==> src/rtl/branch_predictor.sv <==
// Direct-mapped, tagless branch predictor: 2-bit saturating counters with a
// valid bit and a stored target per entry, a zero-cycle fetch lookup, an
// execute-stage misprediction check and saturating branch statistics.
module branch_predictor #(
  parameter int unsigned IDX_BITS = 4,
  parameter int unsigned CNT_W    = 16
) (
  input  logic             clk,
  input  logic             reset,
  input  logic [31:0]      PCF,
  output logic             PredTakenF,
  output logic [31:0]      PredTargetF,
  input  logic             BranchE,
  input  logic             BranchTakenE,
  input  logic [31:0]      PCE,
  input  logic [31:0]      TargetE,
  input  logic             PredTakenE,
  input  logic [31:0]      PredTargetE,
  output logic             MispredictE,
  output logic [31:0]      RedirectPCE,
  output logic [CNT_W-1:0] BranchCount,
  output logic [CNT_W-1:0] MispredictCount
);

  localparam int unsigned ENTRIES = 1 << IDX_BITS;

  logic [1:0]          r_cnt [ENTRIES];
  logic                r_vld [ENTRIES];
  logic [31:0]         r_tgt [ENTRIES];
  logic [CNT_W-1:0]    r_branch_cnt;
  logic [CNT_W-1:0]    r_mispred_cnt;

  logic [IDX_BITS-1:0] w_fidx;
  logic [IDX_BITS-1:0] w_eidx;
  logic                w_tgt_wrong;

  assign w_fidx = PCF[IDX_BITS+1:2];
  assign w_eidx = PCE[IDX_BITS+1:2];

  // Fetch lookup reads registered state only, so a same-cycle update to the
  // same entry is seen by fetch one cycle later.
  assign PredTakenF  = r_vld[w_fidx] & r_cnt[w_fidx][1];
  assign PredTargetF = PredTakenF ? r_tgt[w_fidx] : PCF + 32'd4;

  assign w_tgt_wrong = BranchTakenE & PredTakenE & (PredTargetE != TargetE);
  assign MispredictE = BranchE & ((BranchTakenE != PredTakenE) | w_tgt_wrong);
  assign RedirectPCE = BranchTakenE ? TargetE : PCE + 32'd4;

  assign BranchCount     = r_branch_cnt;
  assign MispredictCount = r_mispred_cnt;

  // Table update: train the counter on every resolved branch, capture the
  // target (and mark valid) only when the branch was taken.
  always_ff @(posedge clk or negedge reset) begin
    if (!reset) begin
      for (int unsigned i = 0; i < ENTRIES; i++) begin
        r_cnt[i] <= 2'b01;
        r_vld[i] <= 1'b0;
        r_tgt[i] <= '0;
      end
    end else if (BranchE) begin
      if (BranchTakenE) begin
        if (r_cnt[w_eidx] != 2'b11) r_cnt[w_eidx] <= r_cnt[w_eidx] + 2'd1;
        r_tgt[w_eidx] <= TargetE;
        r_vld[w_eidx] <= 1'b1;
      end else begin
        if (r_cnt[w_eidx] != 2'b00) r_cnt[w_eidx] <= r_cnt[w_eidx] - 2'd1;
      end
    end
  end

  // Statistics: saturating counts of resolved branches and mispredictions.
  always_ff @(posedge clk or negedge reset) begin
    if (!reset) begin
      r_branch_cnt  <= '0;
      r_mispred_cnt <= '0;
    end else begin
      if (BranchE && (r_branch_cnt != '1))
        r_branch_cnt <= r_branch_cnt + CNT_W'(1);
      if (MispredictE && (r_mispred_cnt != '1))
        r_mispred_cnt <= r_mispred_cnt + CNT_W'(1);
    end
  end

endmodule

==> config.mk <==
export PLATFORM = sky130hd
export DESIGN_NAME = branch_predictor
export DESIGN_NICKNAME = d
export VERILOG_FILES = /design/src/rtl/branch_predictor.sv
export SDC_FILE = /design/constraint.sdc
export NUM_CORES = 1
export LEC_CHECK = 0
export BUFFER_PORTS_ARGS = -buffer_cell sky130_fd_sc_hd__buf_2
export CAP_MARGIN = 20
export CORE_MARGIN = 2
export CORE_UTILIZATION = 55
export DETAILED_ROUTE_END_ITERATION = 7
export PLACE_DENSITY = 0.75
export SYNTH_ARGS = -nofsm -noshare
export SYNTH_HDL_FRONTEND = slang
export SYNTH_SLANG_ARGS = --single-unit
export TNS_END_PERCENT = 20
==> constraint.sdc <==
create_clock -name clk -period 6.2 [get_ports clk]
set_input_delay 1.24 -clock clk [delete_from_list [all_inputs] [get_ports clk]]
set_output_delay 1.24 -clock clk [all_outputs]
set_load 0.02 [all_outputs]
After elaboration in Yosys (flattened, before gate mapping):

Cells that the tools add are included.

* bits in registers: 592
* bits in latches: 0
* RAM bits: 0
* bits in read-only memories: 0
* input port bits: 133
* output and inout port bits: 98
* logic and storage cells: 106
* memories: 0

* $add $sub $neg: 6
* $mul: 0
* div/mod/pow operators: 0
* order comparisons: 3
* eq/ne operators: 6
* shift-type cells: 0
* muxes and demuxes: 26
* bitwise operators: 8
* reductions and logical operators: 7

Operators with widths (count)
* $bwmux 512: 1
* $mux 32: 8
* $bmux 32 s4: 1
* $demux 32 s4: 1
* $add 32x3->32 const B: 2
* $bwmux 32: 2
* $add 16x1->16 const B: 2
* $ne 16x16->1 const B: 2
* $ne 32x32->1: 1
* $bmux 2 s4: 2
* $or 16x16->16: 1
* $ge 5x5->1 const B: 2
* $mux 2: 5
* $not 4->5: 2
* $demux 2 s4: 1
* $lt 5x1->1 const B: 1
* $and 1x1->1: 4
* $bmux 1 s4: 1
* $demux 1 s4: 1
* $reduce_bool 2->1: 2
* $logic_and 1x1->1: 3
* $mux 1: 3
* $reduce_and 3->1: 1
* $add 2x1->2 const B: 1
* other kinds (6): 6

Longest topological paths before layout:

* depth in word-level cells: 8
* depth in mapped cells: 13
* depth with buffers taken out: 11

Least setup slack after synthesis:

Ideal clock, no wire load.

* path kind: input -> output
* start: in PCF[3]
* end: out PredTargetF[23]
* arrival time: 2939 ps
* data required time: 4960 ps
* slack: 2021 ps
* cell stages on the path: 7
* path buffers: 3
* path through: buf_2 -> buf_2 -> clkbuf_1 -> mux4_2 -> mux4_2 -> nand2_1 -> o21ai_1

* longest elaborated chain between the ends: 6
* elaborated cells on any way between the ends: 13
* those cells by class: add/sub: 1; mux: 10; bitwise: 2

Ends and longest elaborated chain
* start, declared: RTL line 10 `input logic [31:0] PCF,`
* branches (longest 5 deep; another with $add 32x3->32)
* $mux 32 (*): RTL line 43 `assign PredTargetF = PredTakenF ? r_tgt[w_fidx] : PCF + 32'd4;`
* end, declared: RTL line 12 `output logic [31:0] PredTargetF,`

Every way passes the cells marked *. The select of a mux whose other input is x is not followed.

Final worst setup path:

* start: in PCF[4]
* end: out PredTargetF[6]

The elaborated chain is that of the path after synthesis.

==> results.txt <==
Die Wd = 233.1 um
Core Region = 0.05161 sq mm
Critical path fanouts, max = 26
Wire per inst = 26.46 um
Maxcap violations = 0
F_max = 0.1917 GHz
Critical path arrival = 3.98 ns
Final-report hold violation count = 0
CTS Buf Count = 61
Io pins = 231
CP Capture Type = primary output
Final Slew Violations = 0
Area leader, netlist = dfrtp_1
Minimum clock period = 5.215 ns
Final period util = 0.8412
First-pass GRT wire length = 117100 um
Clk slew on worst S/H paths = 0.06 ns
Max rail drop VDD = 0.2491 mV
Post-CTS Setup Inserts = 0
Clock tree buffer depth = 3
Hpwl dp = 49470 um
PostCTS Resize Cnt = 0
Initial Utilization = 0.5594
Grt met3 use = 0.07654
Min-delay worst type = register to register
Top FF cell, synth = dfrtp_1
Gr busiest metal = met2
Status = complete, no violations
Root buf cell = clkbuf_16
Cells after synthesis = 2047
Total Die Area = 0.05434 sq mm
GP Congestion = 0.8528
Leak pwr = 14.54 nW
CP cell instances = buf_2 -> buf_4 -> nand3_1 -> a211oi_1 -> a211oi_4 -> buf_4 -> mux2i_1 -> a211oi_2 -> buf_2
Fin nets = 2343
Total Routing Usage GR = 0.2922
Fin Clk Skew = 0.008294 ns
Endpoints failing setup = 0
Clk_lat worst skew = 0.63 ns
Via density = 6.180
Post-synth EDFFs = 0
# clock sinks = 592
WL final = 77580 um
Area added between synthesis and finish = 13.49%
Async SR Flop Fraction = 1.000
Number of global-route vias before repair = 18944
DRT Pass-1 Iters = 5
Die Span Y = 233.1 um
Core Rows = 83
Setup TNS = 0 ns
Synthesized net count = 2190
Family with the most delay on the worst path = buffers and inverters
Area contributors post-synth = dfrtp_1, mux2_2, mux4_2, xnor2_1, nand2_1
Worst endpoint required time = 4.96 ns
Synthesized flop and latch total = 592
DRT antenna net count = 0
Total Power = 11.28 mW
Global route overflow = 0
PwrDens = 344.3 mW/mm^2
Crit path buf inv count = 4
Seq/Total Area, Yosys = 0.5138
Grt met1 use = 0.3950
WS Path Type = primary input to primary output
CTS tree = built
Post-synth cell types = 53
Htree depth = 2
Yosys top cell area share = 0.4992
Detailed Route Iter0 Violations = 1284
PortBufs = 230
Critical Path Start Type = primary input
DRC Markers = 0
Post-Syn Area = 0.02887 sq mm
Relative slew margins = 0.2329
Vias = 18119
Largest net degree at the start of global routing = 173
Met2 GRT Util = 0.4551
Worst path slowest cell = buf_4
Hold-fix buffers, CTS = 0
Critical Path Max Stage Delay = 0.60 ns
Worst-margin pin slew = 1.148 ns
Synth warn = 0
Mapped Avg Cell Area = 14.10 sq um
RSZ-0062 raised after global routing = false
Initial antenna violation count = 5
Share of post-route cells with drive strength above 1 = 0.5060
## per-stage QoR
step	util	instance area (sq um)	cells	setup slack, ns	hold WS (ns)
5_1_grt	0.6348	32770	2931	0.8900	0.4747
6_report	0.6349	32770	2932	0.9847	0.4713
3_5_place_dp	0.5928	30600	2814	0.9984	0.4520
2_1_floorplan	-	28870	2047	2.021	0.4270
4_1_cts	0.6342	32730	2928	0.9793	0.4711
3_3_place_gp	0.5920	30560	2812	1.007	0.4439
## routing by layer
layer	wire, um	share of wire	up-vias
met2	36630	0.47	598
met5	23	0.00030	-
met4	2913	0.038	4
met1	32080	0.41	9618
li1	-	-	7756
met3	5935	0.076	143
## cells by family (layout without fill, tap and decap cells)
group           after synthesis  after routing  share of synthesized area
compound gates               88             88                    0.01707
simple gates                333            333                    0.05764
flops                       592            592                     0.5138
other cells                   0              1                          0
fa+ha+maj                    10             10                   0.004334
mux                         718            718                     0.3448
buf+inv                     192            396                    0.02782
xor+xnor                    114            114                    0.03458
## cells in the final DEF, fill, tap and decap left out, types with 38 or more instances in the layout
cell type,n
dfrtp_1,576
mux2_2,542
buf_2,227
mux4_2,167
nand2_1,134
xnor2_1,80
clkbuf_16,61
o21ai_0,44
nand3_1,38
## power breakdown
group | switching, mW | internal, mW
Combinational | 1.04 | 1.24
Clock | 1.54 | 2.28
Sequential | 0.471 | 4.72
## state kept, by name, summed over array words and instances, names as in the netlist, named ones only
name             flops
r_tgt              512
BranchCount         16
MispredictCount     16
r_cnt               16
r_vld               16
## Yosys cell counts (all sizes together), types with 2 or more instances
cell type and n:
dfrtp 576, mux2 542, mux4 167, nand2 134
clkbuf 128, xnor2 80, o21ai 72, buf 53
nor2 41, nand3 39, xor2 34, and3 29
nand4 29, dfstp 16, or2 13, inv 11
ha 10, nand2b 10, mux2i 9, nor3 8
nor4 6, a21oi 4, nand3b 4, nand4b 4
a211oi 3, and4 3, nor2b 3, or3 3
and2 2, nor3b 2, or4 2
## path summary, 6_finish.rpt
| check | start | endpoint | slack (ns) | cells past startpoint |
|---|---|---|---|---|
| setup / recovery | PCF[4] | PredTargetF[6] | 0.98 | 9 |
| hold / removal | r_vld[1]$_DFFE_PN0P_ | r_vld[1]$_DFFE_PN0P_ | 0.47 | 1 |
| setup reg to reg | register | r_cnt[27]$_DFFE_PN0P_ | 3.24 | 9 |
| hold reg to reg | r_vld[1]$_DFFE_PN0P_ | r_vld[1]$_DFFE_PN0P_ | 0.47 | 1 |
| max in group asynchronous | reset | r_tgt[202]$_DFFE_PN0P_ | 4.22 | 2 |
| min in group asynchronous | reset | BranchCount[0]$_DFFE_PN0P_ | 0.58 | 1 |
## cell type report
cell class                      instances  area (sq um)
Multi-Input combinational cell       1263         13330
Clock inverter                         15         205.2
Tap cell                              680         850.8
Inverter                               11         41.29
Timing Repair Buffer                  271          1573
Clock buffer                           99          1929
Fill cell                            3757         18840
Antenna cell                            1         2.502
Sequential cell                       592         14830
Note: power is estimated with default switching activity, not from simulation.
